--- config.mk ---
export PLATFORM = sky130hd
export DESIGN_NAME = ram_port_arbiter_flat
export DESIGN_NICKNAME = d
export VERILOG_FILES = /design/src/rtl/ram_port_arbiter_if.sv /design/src/rtl/ram_port_arbiter.sv /design/src/flat_wrapper.sv
export SDC_FILE = /design/constraint.sdc
export NUM_CORES = 1
export LEC_CHECK = 0
export ABC_AREA = 1
export CAP_MARGIN = 20
export CELL_PAD_IN_SITES_DETAIL_PLACEMENT = 1
export CELL_PAD_IN_SITES_GLOBAL_PLACEMENT = 1
export CORE_MARGIN = 1.5
export CORE_UTILIZATION = 21
export CTS_CLUSTER_SIZE = 10
export DETAILED_ROUTE_END_ITERATION = 12
export PLACE_DENSITY = 0.73
export SLEW_MARGIN = 10
export SYNTH_ARGS = -nofsm -noshare
export SYNTH_HDL_FRONTEND = slang
export SYNTH_SLANG_ARGS = --single-unit
--- constraint.sdc ---
create_clock -name clk -period 0.95 [get_ports clk]
set_input_delay 0.19 -clock clk [delete_from_list [all_inputs] [get_ports clk]]
set_output_delay 0.19 -clock clk [all_outputs]
set_load 0.01 [all_outputs]
--- src/rtl/ram_port_arbiter_if.sv ---
// Bundles both requester command/return ports and the RAM-side bus of ram_port_arbiter.
// slave is the arbiter view; master is the requesters-plus-RAM environment view.
interface ram_port_arbiter_if #(
  parameter int unsigned ADDR_W = 6,
  parameter int unsigned DATA_W = 8
);
  logic              req0;
  logic              we0;
  logic [ADDR_W-1:0] addr0;
  logic [DATA_W-1:0] wdata0;
  logic              gnt0;
  logic              rvalid0;

  logic              req1;
  logic              we1;
  logic [ADDR_W-1:0] addr1;
  logic [DATA_W-1:0] wdata1;
  logic              gnt1;
  logic              rvalid1;

  logic [DATA_W-1:0] rdata;

  logic              ram_cs;
  logic              ram_we;
  logic [ADDR_W-1:0] ram_addr;
  logic [DATA_W-1:0] ram_din;
  logic [DATA_W-1:0] ram_dout;

  modport slave (
    input  req0, we0, addr0, wdata0,
    input  req1, we1, addr1, wdata1,
    input  ram_dout,
    output gnt0, rvalid0, gnt1, rvalid1, rdata,
    output ram_cs, ram_we, ram_addr, ram_din
  );

  modport master (
    output req0, we0, addr0, wdata0,
    output req1, we1, addr1, wdata1,
    output ram_dout,
    input  gnt0, rvalid0, gnt1, rvalid1, rdata,
    input  ram_cs, ram_we, ram_addr, ram_din
  );
endinterface

--- src/rtl/ram_port_arbiter.sv ---
// Two-requester round-robin arbiter in front of a single-port synchronous RAM.
// Registers one RAM command per transfer and routes read data back to its issuer.
module ram_port_arbiter #(
  parameter int unsigned ADDR_W = 6,
  parameter int unsigned DATA_W = 8,
  parameter int unsigned RD_LAT = 1
) (
  input logic              clk,
  input logic              rst,
  ram_port_arbiter_if.slave bus
);

  localparam int PIPE_TOP = int'(RD_LAT) - 1;

  typedef enum logic {
    PRI0 = 1'b0,
    PRI1 = 1'b1
  } pri_e;

  pri_e              pri_q;
  pri_e              pri_d;
  logic              gnt0_c;
  logic              gnt1_c;
  logic              xfer_c;
  logic              sel_we_c;
  logic [ADDR_W-1:0] sel_addr_c;
  logic [DATA_W-1:0] sel_wdata_c;

  logic              cs_q;
  logic              we_q;
  logic [ADDR_W-1:0] addr_q;
  logic [DATA_W-1:0] din_q;
  logic [RD_LAT-1:0] pipe_vld_q;
  logic [RD_LAT-1:0] pipe_id_q;
  logic              rvalid0_q;
  logic              rvalid1_q;

  // Priority pointer register
  always_ff @(posedge clk) begin
    if (rst) pri_q <= PRI0;
    else     pri_q <= pri_d;
  end

  // Grant decode and pointer advance; pointer moves to the loser only on a transfer
  always_comb begin
    pri_d  = pri_q;
    gnt0_c = 1'b0;
    gnt1_c = 1'b0;
    if (!rst) begin
      if (bus.req0 && (!bus.req1 || pri_q == PRI0)) gnt0_c = 1'b1;
      else if (bus.req1)                            gnt1_c = 1'b1;
    end
    if (gnt0_c)      pri_d = PRI1;
    else if (gnt1_c) pri_d = PRI0;
  end

  assign xfer_c      = gnt0_c | gnt1_c;
  assign sel_we_c    = gnt1_c ? bus.we1    : bus.we0;
  assign sel_addr_c  = gnt1_c ? bus.addr1  : bus.addr0;
  assign sel_wdata_c = gnt1_c ? bus.wdata1 : bus.wdata0;

  // RAM command register plus read-tracking pipe aligned to the RAM read latency
  always_ff @(posedge clk) begin
    if (rst) begin
      cs_q       <= 1'b0;
      we_q       <= 1'b0;
      addr_q     <= '0;
      din_q      <= '0;
      pipe_vld_q <= '0;
      pipe_id_q  <= '0;
      rvalid0_q  <= 1'b0;
      rvalid1_q  <= 1'b0;
    end else begin
      cs_q <= xfer_c;
      we_q <= xfer_c & sel_we_c;
      if (xfer_c) begin
        addr_q <= sel_addr_c;
        din_q  <= sel_wdata_c;
      end
      for (int i = PIPE_TOP; i > 0; i--) begin
        pipe_vld_q[i] <= pipe_vld_q[i-1];
        pipe_id_q[i]  <= pipe_id_q[i-1];
      end
      pipe_vld_q[0] <= xfer_c & ~sel_we_c;
      pipe_id_q[0]  <= gnt1_c;
      rvalid0_q     <= pipe_vld_q[RD_LAT-1] & ~pipe_id_q[RD_LAT-1];
      rvalid1_q     <= pipe_vld_q[RD_LAT-1] &  pipe_id_q[RD_LAT-1];
    end
  end

  assign bus.gnt0     = gnt0_c;
  assign bus.gnt1     = gnt1_c;
  assign bus.rvalid0  = rvalid0_q;
  assign bus.rvalid1  = rvalid1_q;
  assign bus.rdata    = bus.ram_dout;
  assign bus.ram_cs   = cs_q;
  assign bus.ram_we   = we_q;
  assign bus.ram_addr = addr_q;
  assign bus.ram_din  = din_q;

endmodule

--- src/flat_wrapper.sv ---
// flat-port wrapper written by rule: the top's interface ports become plain ports
module ram_port_arbiter_flat 
#(
  parameter int unsigned ADDR_W = 6,
  parameter int unsigned DATA_W = 8,
  parameter int unsigned RD_LAT = 1
)
  (clk, rst, bus_req0, bus_we0, bus_addr0, bus_wdata0, bus_req1, bus_we1, bus_addr1, bus_wdata1, bus_ram_dout, bus_gnt0, bus_rvalid0, bus_gnt1, bus_rvalid1, bus_rdata, bus_ram_cs, bus_ram_we, bus_ram_addr, bus_ram_din);
  ram_port_arbiter_if #(.ADDR_W(ADDR_W), .DATA_W(DATA_W)) bus_i ();
  input logic clk;
  input logic rst;
  input wire logic [$bits(bus_i.req0)-1:0] bus_req0;
  input wire logic [$bits(bus_i.we0)-1:0] bus_we0;
  input wire logic [$bits(bus_i.addr0)-1:0] bus_addr0;
  input wire logic [$bits(bus_i.wdata0)-1:0] bus_wdata0;
  input wire logic [$bits(bus_i.req1)-1:0] bus_req1;
  input wire logic [$bits(bus_i.we1)-1:0] bus_we1;
  input wire logic [$bits(bus_i.addr1)-1:0] bus_addr1;
  input wire logic [$bits(bus_i.wdata1)-1:0] bus_wdata1;
  input wire logic [$bits(bus_i.ram_dout)-1:0] bus_ram_dout;
  output wire logic [$bits(bus_i.gnt0)-1:0] bus_gnt0;
  output wire logic [$bits(bus_i.rvalid0)-1:0] bus_rvalid0;
  output wire logic [$bits(bus_i.gnt1)-1:0] bus_gnt1;
  output wire logic [$bits(bus_i.rvalid1)-1:0] bus_rvalid1;
  output wire logic [$bits(bus_i.rdata)-1:0] bus_rdata;
  output wire logic [$bits(bus_i.ram_cs)-1:0] bus_ram_cs;
  output wire logic [$bits(bus_i.ram_we)-1:0] bus_ram_we;
  output wire logic [$bits(bus_i.ram_addr)-1:0] bus_ram_addr;
  output wire logic [$bits(bus_i.ram_din)-1:0] bus_ram_din;
  assign bus_i.req0 = bus_req0;
  assign bus_i.we0 = bus_we0;
  assign bus_i.addr0 = bus_addr0;
  assign bus_i.wdata0 = bus_wdata0;
  assign bus_i.req1 = bus_req1;
  assign bus_i.we1 = bus_we1;
  assign bus_i.addr1 = bus_addr1;
  assign bus_i.wdata1 = bus_wdata1;
  assign bus_i.ram_dout = bus_ram_dout;
  assign bus_gnt0 = bus_i.gnt0;
  assign bus_rvalid0 = bus_i.rvalid0;
  assign bus_gnt1 = bus_i.gnt1;
  assign bus_rvalid1 = bus_i.rvalid1;
  assign bus_rdata = bus_i.rdata;
  assign bus_ram_cs = bus_i.ram_cs;
  assign bus_ram_we = bus_i.ram_we;
  assign bus_ram_addr = bus_i.ram_addr;
  assign bus_ram_din = bus_i.ram_din;
  ram_port_arbiter #(.ADDR_W(ADDR_W), .DATA_W(DATA_W), .RD_LAT(RD_LAT)) u_core (.clk(clk), .rst(rst), .bus(bus_i));
endmodule
# Word level (Yosys, flattened, before mapping)
# Index checks and enable logic that the tools add are counted.
dict set report op_classes {
  mux 10
  bitwise 8
  n_reduce_logical 4
}
# cell count
set ops {}
lappend ops {{$mux 1} 8}
lappend ops {{$mux 8} 1}
lappend ops {{$mux 6} 1}
lappend ops {{$and 1x1->1} 4}
lappend ops {{$not 1->1} 3}
lappend ops {{$reduce_bool 2->1} 1}
lappend ops {{$logic_and 1x1->1} 1}
lappend ops {{$logic_not 1->1} 1}
lappend ops {{$logic_or 1x1->1} 1}
lappend ops {{$or 1x1->1} 1}
dict set report word_totals {
  regBits 21
  in_bits 42
  output_inout_bits 28
  word_cells 31
}

# Depth between registers and ports, before layout
# Gate-level depths: netlist of run 1.
dict set report logic_depth {
  word_depth 8
  depth_mapped 8
}

# Worst setup path before layout of run 1
# OpenSTA, ideal clock, no wires.
dict set report synth_path {
  path_kind {flip-flop to output port}
  start {register u_core.pri_q}
  end {output port bus_gnt1}
  arrival_time_ns 0.866
  path_slack_ns -0.106
  path_stages_with_launch 6
  path_buffers 1
  cell_sequence {dfxtp_1 inv_1 nand2_1 nand2_4 buf_4 inv_1}
}
dict set report synth_via {
  elab_chain_cells 5
}
# element line_no
set synth_rtl {}
lappend synth_rtl {{from (decl)} ram_port_arbiter.sv:20} ;# pri_e pri_q;
lappend synth_rtl {{from (signal assigned)} ram_port_arbiter.sv:41} ;# else pri_q <= pri_d;
lappend synth_rtl {{$not 1->1} ram_port_arbiter.sv:50} ;# if (bus.req0 && (!bus.req1 || pri_q == PRI0)) gnt0_c = 1'b1;
lappend synth_rtl {{$logic_or 1x1->1} ram_port_arbiter.sv:50}
lappend synth_rtl {{$logic_and 1x1->1} ram_port_arbiter.sv:50}
lappend synth_rtl {{$mux 1} ram_port_arbiter.sv:50}
lappend synth_rtl {{$mux 1} ram_port_arbiter.sv:49} ;# if (!rst) begin
lappend synth_rtl {{to (decl)} flat_wrapper.sv:23} ;# output wire logic [$bits(bus_i.gnt1)-1:0] bus_gnt1;
# No other way between the ends.

# Final worst setup path of run 1
# Ends and elaborated chain as after synthesis.

==> results of run 1 <==
-- how the worst min path moves through the flow --
stage	from	endpoint	depth (start not counted)
after detailed placement	bus_ram_dout[1]	bus_rdata[1]	0
after CTS	bus_ram_dout[1]	bus_rdata[1]	0
after global placement	bus_ram_dout[1]	bus_rdata[1]	0
after floorplan	rst	u_core.pri_q	1
final	bus_ram_dout[2]	bus_rdata[2]	0
after global routing	bus_ram_dout[3]	bus_rdata[3]	0
-- final cells by class --
type | instances | area [um2]
fill | 592 | 3010
timing repair buffer | 72 | 643
multi-input combinational | 88 | 529
sequential | 21 | 435
inverter | 26 | 105
tap | 67 | 83.8
clock buffer | 4 | 45.0
-- state kept, by name, indices dropped and copies added (netlist names) --
register and count:
u_core.bus.ram_addr 6, u_core.bus.ram_cs 1, u_core.bus.ram_din 8, u_core.bus.ram_we 1, u_core.bus.rvalid0 1, u_core.bus.rvalid1 1
u_core.pipe_id_q 1, u_core.pipe_vld_q 1, u_core.pri_q 1
-- Yosys cell counts, drive strengths merged --
cell type / count / share of area
nand3: 29 / 0.14
nand3b: 11 / 0.076
dfxtp: 21 / 0.39
o21ai: 2 / 0.0093
a31oi: 3 / 0.017
clkbuf: 1 / 0.013
buf: 13 / 0.093
and2: 1 / 0.0070
inv: 26 / 0.093
nor2: 5 / 0.024
nand2: 36 / 0.14
-- cell families (layout without fill, tap and decap cells) --
kind of cell,count (synthesis),count (layout),share of synthesized area
AOI/OAI and AO/OA,5,5,0.0266
buffers and inverters,40,102,0.198
DFF,21,21,0.389
and+or+nand+nor,82,83,0.386
-- power groups by stage --
stage	Clock, mW	Sequential [mW]	Combinational [mW]
floorplan	0	1.06	0.273
global placement	0	1.03	0.654
detailed placement	0	1.03	0.668
CTS	0.609	1.02	0.645
global route	0.633	1.03	0.759
finish	0.574	1.02	0.685
-- repair_timing --
action                     CTS  global route
hold buffers                 0             0
gates resized for setup    107            22
pin swaps                    2            11
buffers inserted             5             2
setup endpoints to repair   39            21
cloned                       1             0
-- metal layers --
layer	vias to the layer above	GRT usage	wire length (um)
li1	584	-	-
met3	4	0.0254	124
met5	-	0	0
met4	0	0.0505	47
met1	553	0.156	1380
met2	25	0.243	1810
==> impl_results.md, run 1 <==
- Switching power: 0.636 mW
- Worst slew margin: 0.842
- Post-DP HPWL: 2390 um
- Least-Margin Pin Slew: 0.237 ns
- Non-filler cells, final: 278
- Io pins: 70
- Crit path capture: bus_gnt1
- H-tree depth: 1
- Flop pwr share: 0.448
- Port buffer count: 53
- Endpoints failing hold: 0
- Placement Cell Area: 0.00169 mm2
- RSZ-0062 raised after global routing: yes
- Final setup TNS: -2.13 ns
- Max-capacitance violation count: 0
- Clk slew on worst S/H paths: 0.08 ns
- CTS tree: built
- TritonCTS buffer count: 3
- Via-to-Cell Ratio: 4.19
- Synthesis-stage register bit count: 21
- Detail Route Antenna Nets: 0
- Final hold slack: 0.380 ns
- DR iter-0 viols: 16
- Starting Density: 0.223
- Syn nets: 190
- Layout area overhead: 70.6%
- Die Span Y: 74.7 um
- Floorplan row count: 25
- Final core utilization: 0.380
- Initial antenna violation count: 0
- Final Max Slew Viols: 0
- Synth Instances: 148
- Worst-case reg-to-reg path depth: 7
- Root Driver: clkbuf_8
- Internal power: 1.64 mW
- Dpl ws: -0.763 ns
- Violated checks: setup timing
- CP startpoint: u_core.pri_q
- # nets final: 254
- Vias post-DR: 1,166
- Gpl congestion: 0.734
- Net Sw Frac: 0.279
- Largest net degree at the start of global routing: 18
- Ys Warns: 0
- R2R setup slack: -0.14 ns
- Crit path max-delay family: flip-flops
- First-pass GRT wire length: 5690 um
- CP Max Fanout: 3
- CTS sink count: 21
- R2r startpoint: u_core.pri_q
- CP bufs+invs: 3
- WS Path Type: reg2out
- Fmax: 0.868 GHz
- Power Density: 1240 mW/mm2
- Initial DRT Pass Iterations: 4
- CP startpoint kind: flip-flop
- LEAKAGE: 0.925 nW
- Mean post-synth cell area: 7.30 um2
- Cell Area, Synth: 0.00108 mm2
- Later-pin clock latency in the skew report: 0.26 ns
- Worst path arrival time: 0.96 ns
- Ordered cell list for the critical path: inv_2, nand2_4, nand2_4, inv_2, buf_6
- Number of global-route vias before repair: 1,248
- Wire per inst: 12.1 um
- GRT Total Usage: 0.134
- Total power: 2.28 mW
- Slowest CP cell: dfxtp_2
- Grt total ovfl: 0
- CORE AREA: 0.00485 mm2
- Clock share of power: 0.252
- Most frequent cells in the layout: nand2_1 (30), clkdlybuf4s50_1 (30), nand3_1 (19)
- Worst VDD drop: 0.456 mV
- Worst Clk Skew: 0.00458 ns
- Synth cell types: 19
- Critical R2R Capture: u_core.pipe_vld_q
- Fin area: 0.00184 mm2
- Bufs on Longest Clock Path: 2
- Die width: 74.7 um
- Layout cells sized above 1: 0.389
- Status: complete, but fails checks
- Diodes inserted: 0
- Final setup margin: -0.202 ns
- WP depth: 5
- Worst path max stage delay: 0.34 ns
- Placed insts: 266
- Min-Delay Path Class: in2out
- CP Capture Type: output port
- Final setup violation count: 19
- Die area: 0.00558 mm2
- Routed Wire Length: 3360 um
- DRC errors left: 0
- Required time of the critical path: 0.76 ns
- Seq/Total Area, Yosys: 0.389
- Combinational share of power: 0.301
- Final worst path period share: 1.21
- Fin crit period: 1.15 ns
No activity file was read; power rests on OpenSTA's default activity.
==> inputs of run 2 (changes only) <==
--- a/config.mk
+++ b/config.mk
@@ -10,10 +10,10 @@
 export CELL_PAD_IN_SITES_DETAIL_PLACEMENT = 1
 export CELL_PAD_IN_SITES_GLOBAL_PLACEMENT = 1
 export CORE_MARGIN = 1.5
-export CORE_UTILIZATION = 21
+export CORE_UTILIZATION = 23
 export CTS_CLUSTER_SIZE = 10
 export DETAILED_ROUTE_END_ITERATION = 12
-export PLACE_DENSITY = 0.73
+export PLACE_DENSITY = 0.76
 export SLEW_MARGIN = 10
 export SYNTH_ARGS = -nofsm -noshare
 export SYNTH_HDL_FRONTEND = slang
==> constraint.sdc (replaced) <==
create_clock -name clk -period 1.2 [get_ports clk]
set_input_delay 0.24 -clock clk [delete_from_list [all_inputs] [get_ports clk]]
set_output_delay 0.24 -clock clk [all_outputs]
set_load 0.01 [all_outputs]
==> run 2 against run 1 <==
Against the previous run: the run ends with DRC left; total power decreased by 23%; critical path depth up 1; design area is 6.1% lower; final cell count fell by 7.9%; critical path type is now in2out.
==> impl_results.md, run 2 (synthesis results as in run 1) <==
- Status: complete, but fails checks
- Violated checks: DRC
- Number of global-route vias before repair: 1,117
- Required time of the critical path: 0.96 ns
- Floorplan row count: 24
- # nets final: 247
- First-pass GRT wire length: 5510 um
- RSZ-0062 raised after global routing: yes
- WS Path Type: in2out
- Total power: 1.76 mW
- Fin crit period: 1.19 ns
- Post-DP HPWL: 2520 um
- Wire per inst: 13.2 um
- Via-to-Cell Ratio: 4.34
- Die Span Y: 71.5 um
- Ordered cell list for the critical path: dlygate4sd2_1, inv_2, nor2_4, nand2_4, inv_2, buf_6
- Final Max Slew Viols: 0
- Worst path arrival time: 0.95 ns
- Detail Route Antenna Nets: 0
- Power Density: 1020 mW/mm2
- Least-Margin Pin Slew: 0.222 ns
- Slowest CP cell: dlygate4sd2_1
- Clk slew on worst S/H paths: 0.08 ns
- CORE AREA: 0.00444 mm2
- DR iter-0 viols: 28
- Starting Density: 0.243
- Max reg flops: 8
- Die width: 71.5 um
- Final setup violation count: 0
- CP startpoint kind: input port
- DRC errors left: 2
- Initial DRT Pass Iterations: 7
- Fmax: 0.838 GHz
- Min-Delay Path Class: reg2reg
- CP most frequent cell: inv_2
- Gpl congestion: 0.740
- Diodes inserted: 0
- Grt total ovfl: 0
- Initial antenna violation count: 0
- Worst path max stage delay: 0.25 ns
- Port buffer count: 53
- CTS tree: built
- Bufs on Longest Clock Path: 2
- Later-pin clock latency in the skew report: 0.25 ns
- CTS sink count: 21
- Routed Wire Length: 3390 um
- Layout area overhead: 60.1%
- Worst slew margin: 0.851
- Endpoints failing hold: 0
- Vias post-DR: 1,111
- Worst VDD drop: 0.378 mV
- Die area: 0.00512 mm2
- TritonCTS buffer count: 3
- Final setup TNS: 0 ns
- Layout cells sized above 1: 0.167
- Largest net degree at the start of global routing: 18
- Io pins: 70
- Fill count: 572
- Root Driver: clkbuf_8
- Final worst path period share: 0.995
- Worst Clk Skew: 0.000981 ns
- LEAKAGE: 0.891 nW
- Max-capacitance violation count: 0
- CP Capture Type: output port
- CP Max Fanout: 2
- Most common cell after layout, fill and taps aside: nand2_1
- GRT Total Usage: 0.137
- Most frequent cells in the layout: nand2_1 (32), clkdlybuf4s50_1 (30), nand3_1 (28)
- H-tree depth: 1
## run 2: cell types whose count changed in the layout (fill, tap and decap cells not counted), moves of 6 or more
cell           delta
buf_2            -17
buf_6             -6
dfxtp_1          +11
dfxtp_2          -11
dlygate4sd2_1    +17
nand3_1           +9
nand3_2           -9
## run 2: report_power, final
group          total, mW  internal, mW  switching (mW)
registers          0.796         0.765          0.0311
logic              0.501         0.267           0.234
clock network      0.465         0.236           0.229
total               1.76          1.27           0.494
## run 2: final timing paths
check | endpoint | cells after the start | slack (ns) | start
worst min-delay path | u_core.bus.rvalid0 | 1 | 0.43 | u_core.pipe_id_q
worst min register to register | u_core.bus.rvalid0 | 1 | 0.43 | u_core.pipe_id_q
worst max-delay path | bus_gnt1 | 6 | 0.006 | bus_req1
worst max register to register | u_core.bus.ram_din[5] | 7 | 0.06 | u_core.pri_q
## run 2: layout make-up
cell class | instances | area, um2 | share of cell area
clock buffers | 4 | 45.0 | 0.0260
well taps | 52 | 65.1 | 0.0376
repair buffers | 66 | 631 | 0.365
multi-input cells | 87 | 464 | 0.268
inverters | 26 | 103 | 0.0593
flip-flops and latches | 21 | 422 | 0.244
## run 2: stage by stage
step           instance area, um2  worst slack (ns)   util  instances  hold WS [ns]
3_3_place_gp                 1640            -0.655  0.369        248         0.400
5_1_grt                      1730           -0.0520  0.389        256         0.451
4_1_cts                      1690           0.00579  0.380        253         0.431
6_report                     1730           0.00604  0.389        256         0.427
2_1_floorplan                1080            0.0940      -        148         0.312
3_5_place_dp                 1640            -0.683  0.369        248         0.422
## run 2: timing repair
action                     4_1_cts  5_1_grt
hold endpoints to repair         0        0
gates resized for setup         41        5
pin swaps                        2        1
hold buffers                     0        0
setup buffers                    1        3
setup endpoints to repair       37       15
## run 2: routing by layer
layer | vias to the layer above | part of all wire | global-route usage
li1 | 566 | - | -
met1 | 523 | 0.41 | 0.159
met3 | 4 | 0.034 | 0.0127
met4 | 0 | 0.0097 | 0.0398
met5 | - | 0 | 0
met2 | 18 | 0.54 | 0.265
## run 2: critical path, delay by kind of cell
kind                   cells  cell delay (ns)
buffers and inverters      4             0.47
and+or+nand+nor            2             0.24
==> inputs of run 3 (changes only) <==
--- a/config.mk
+++ b/config.mk
@@ -10,10 +10,10 @@
 export CELL_PAD_IN_SITES_DETAIL_PLACEMENT = 1
 export CELL_PAD_IN_SITES_GLOBAL_PLACEMENT = 1
 export CORE_MARGIN = 1.5
-export CORE_UTILIZATION = 23
+export CORE_UTILIZATION = 25
 export CTS_CLUSTER_SIZE = 10
 export DETAILED_ROUTE_END_ITERATION = 12
-export PLACE_DENSITY = 0.76
+export PLACE_DENSITY = 0.82
 export SLEW_MARGIN = 10
 export SYNTH_ARGS = -nofsm -noshare
 export SYNTH_HDL_FRONTEND = slang
==> constraint.sdc (replaced) <==
create_clock -name clk -period 1.45 [get_ports clk]
set_input_delay 0.29 -clock clk [delete_from_list [all_inputs] [get_ports clk]]
set_output_delay 0.29 -clock clk [all_outputs]
set_load 0.01 [all_outputs]
==> run 3 against run 2 <==
Against the previous run: the run now ends clean; sequential share of layout area up 0.089 points; die area is 7.7% lower; via count shrank 3.0%; largest power group unchanged; highest routed layer unchanged; critical path depth shrank 5; sequential cell count unchanged; utilization rose by 3.3 points; final cell count fell by 2.0%; clock skew is essentially flat; total power fell by 18%; worst setup slack improved by 0.026 ns.
==> impl_results.md, run 3 (synthesis results as in run 1) <==
- H-tree depth: 1
- # nets final: 244
- Least-Margin Pin Slew: 0.221 ns
- Crit path max-delay family: buffers and inverters
- Io pins: 70
- Final core utilization: 0.422
- Clk slew on worst S/H paths: 0.08 ns
- Worst VDD drop: 0.351 mV
- Layout area overhead: 59.6%
- Post-DP HPWL: 2340 um
- CP Max Fanout: 2
- Final worst path period share: 0.978
- Power Density: 839 mW/mm2
- Worst slew margin: 0.853
- First-pass GRT wire length: 4900 um
- Detail Route Antenna Nets: 0
- Most frequent cells in the layout: clkdlybuf4s50_1 (34), nand2_1 (33), nand3_1 (28)
- Final Max Slew Viols: 0
- Initial DRT Pass Iterations: 4
- Worst path arrival time: 1.13 ns
- Min-Delay Path Class: reg2reg
- Max reg flops: 8
- Fmax: 0.705 GHz
- CTS sink count: 21
- Number of global-route vias before repair: 1,097
- Bufs on Longest Clock Path: 2
- Diodes inserted: 0
- DR iter-0 viols: 32
- CTS tree: built
- CP Capture Type: output port
- Grt total ovfl: 0
- Vias post-DR: 1,078
- Starting Density: 0.264
- Die Span Y: 68.7 um
- Routed Wire Length: 3000 um
- Final setup TNS: 0 ns
- Fin crit period: 1.42 ns
- Dpl ws: -0.459 ns
- CP bufs+invs: 1
- Status: completed
- Initial antenna violation count: 0
- Final setup margin: 0.0324 ns
- Later-pin clock latency in the skew report: 0.25 ns
- Layout cells sized above 1: 0.129
- Max-capacitance violation count: 0
- Endpoints failing hold: 0
- Required time of the critical path: 1.16 ns
- Most common cell after layout, fill and taps aside: clkdlybuf4s50_1
- Die width: 68.7 um
- Total power: 1.45 mW
- DRC errors left: 0
- Port buffer count: 53
- TritonCTS buffer count: 3
- CORE AREA: 0.00409 mm2
- Gpl congestion: 0.749
- Floorplan row count: 23
- Root Driver: clkbuf_8
- RSZ-0062 raised after global routing: no
- Slowest CP cell: clkdlybuf4s50_1
- CP startpoint kind: flip-flop
- Final setup violation count: 0
- Ordered cell list for the critical path: clkdlybuf4s50_1
- Postcts setup bufs: 0
- Via-to-Cell Ratio: 4.29
- Worst Clk Skew: 0.000495 ns
- LEAKAGE: 0.980 nW
- Worst path max stage delay: 0.54 ns
- GRT Total Usage: 0.140
- Largest net degree at the start of global routing: 18
- Wire per inst: 11.9 um
- Die area: 0.00472 mm2
- WS Path Type: reg2out
[run 3: changes by cell type in the layout (fill, tap and decap cells not counted)]
| cell | change |
|---|---|
| buf_4 | -1 |
| buf_6 | -3 |
| buf_8 | -1 |
| clkbuf_1 | -1 |
| clkdlybuf4s50_1 | +4 |
| clkinvlp_4 | +1 |
| dlygate4sd2_1 | -14 |
| dlymetal6s2s_1 | +12 |
| inv_1 | +3 |
| inv_2 | -3 |
| inv_4 | +1 |
| inv_6 | -1 |
| nand2_1 | +1 |
| nand2_8 | -1 |
[run 3: power by group]
part | internal [mW] | total (mW) | switching (mW)
clock network | 0.194 | 0.385 | 0.192
registers | 0.633 | 0.659 | 0.0254
logic | 0.225 | 0.402 | 0.177
[run 3: metal layers]
metal  vias to the layer above  GRT usage  routed length (um)
li1                        559          -                   -
met1                       493      0.160                1300
met2                        24      0.263                1540
met3                         2     0.0162                 124
met4                         0     0.0539                  34
met5                         -          0                   0
[run 3: worst paths after layout]
path                                             from                 end  slack [ns]  depth (start not counted)
worst max-delay path            u_core.bus.ram_din[6]      bus_ram_din[6]        0.03                          1
worst min-delay path                 u_core.pipe_id_q  u_core.bus.rvalid0        0.42                          1
worst max register to register           u_core.pri_q   u_core.pipe_vld_q        0.22                          7
worst min register to register       u_core.pipe_id_q  u_core.bus.rvalid0        0.42                          1
[run 3: metrics by stage]
| stage | instance area [um2] | cells | hold slack [ns] |
|---|---|---|---|
| after detailed placement | 1650 | 247 | 0.413 |
| after global placement | 1650 | 247 | 0.399 |
| after CTS | 1690 | 251 | 0.425 |
| after global routing | 1720 | 251 | 0.455 |
| final | 1720 | 251 | 0.425 |
| after floorplan | 1080 | 148 | 0.362 |
[run 3: worst register-to-register path: cells and delay by family, from the launching register on]
kind,cells,cell delay [ns]
simple gates,4,0.43
flops,1,0.34
buf+inv,2,0.28
compound gates,1,0.12
[run 3: layout make-up]
| class | count | area (um2) |
|---|---|---|
| Timing Repair Buffer | 63 | 642 |
| Clock buffer | 3 | 41.3 |
| Multi-Input combinational cell | 87 | 448 |
| Fill cell | 531 | 2360 |
| Clock inverter | 1 | 7.51 |
| Sequential cell | 21 | 422 |
| Inverter | 26 | 100 |
| Tap cell | 50 | 62.6 |
[run 3: what timing repair did]
item,4_1_cts,5_1_grt
setup endpoints to repair,20,14
gates cloned,0,0
hold buffers,0,0
resized for setup,10,14
pin swaps,1,0
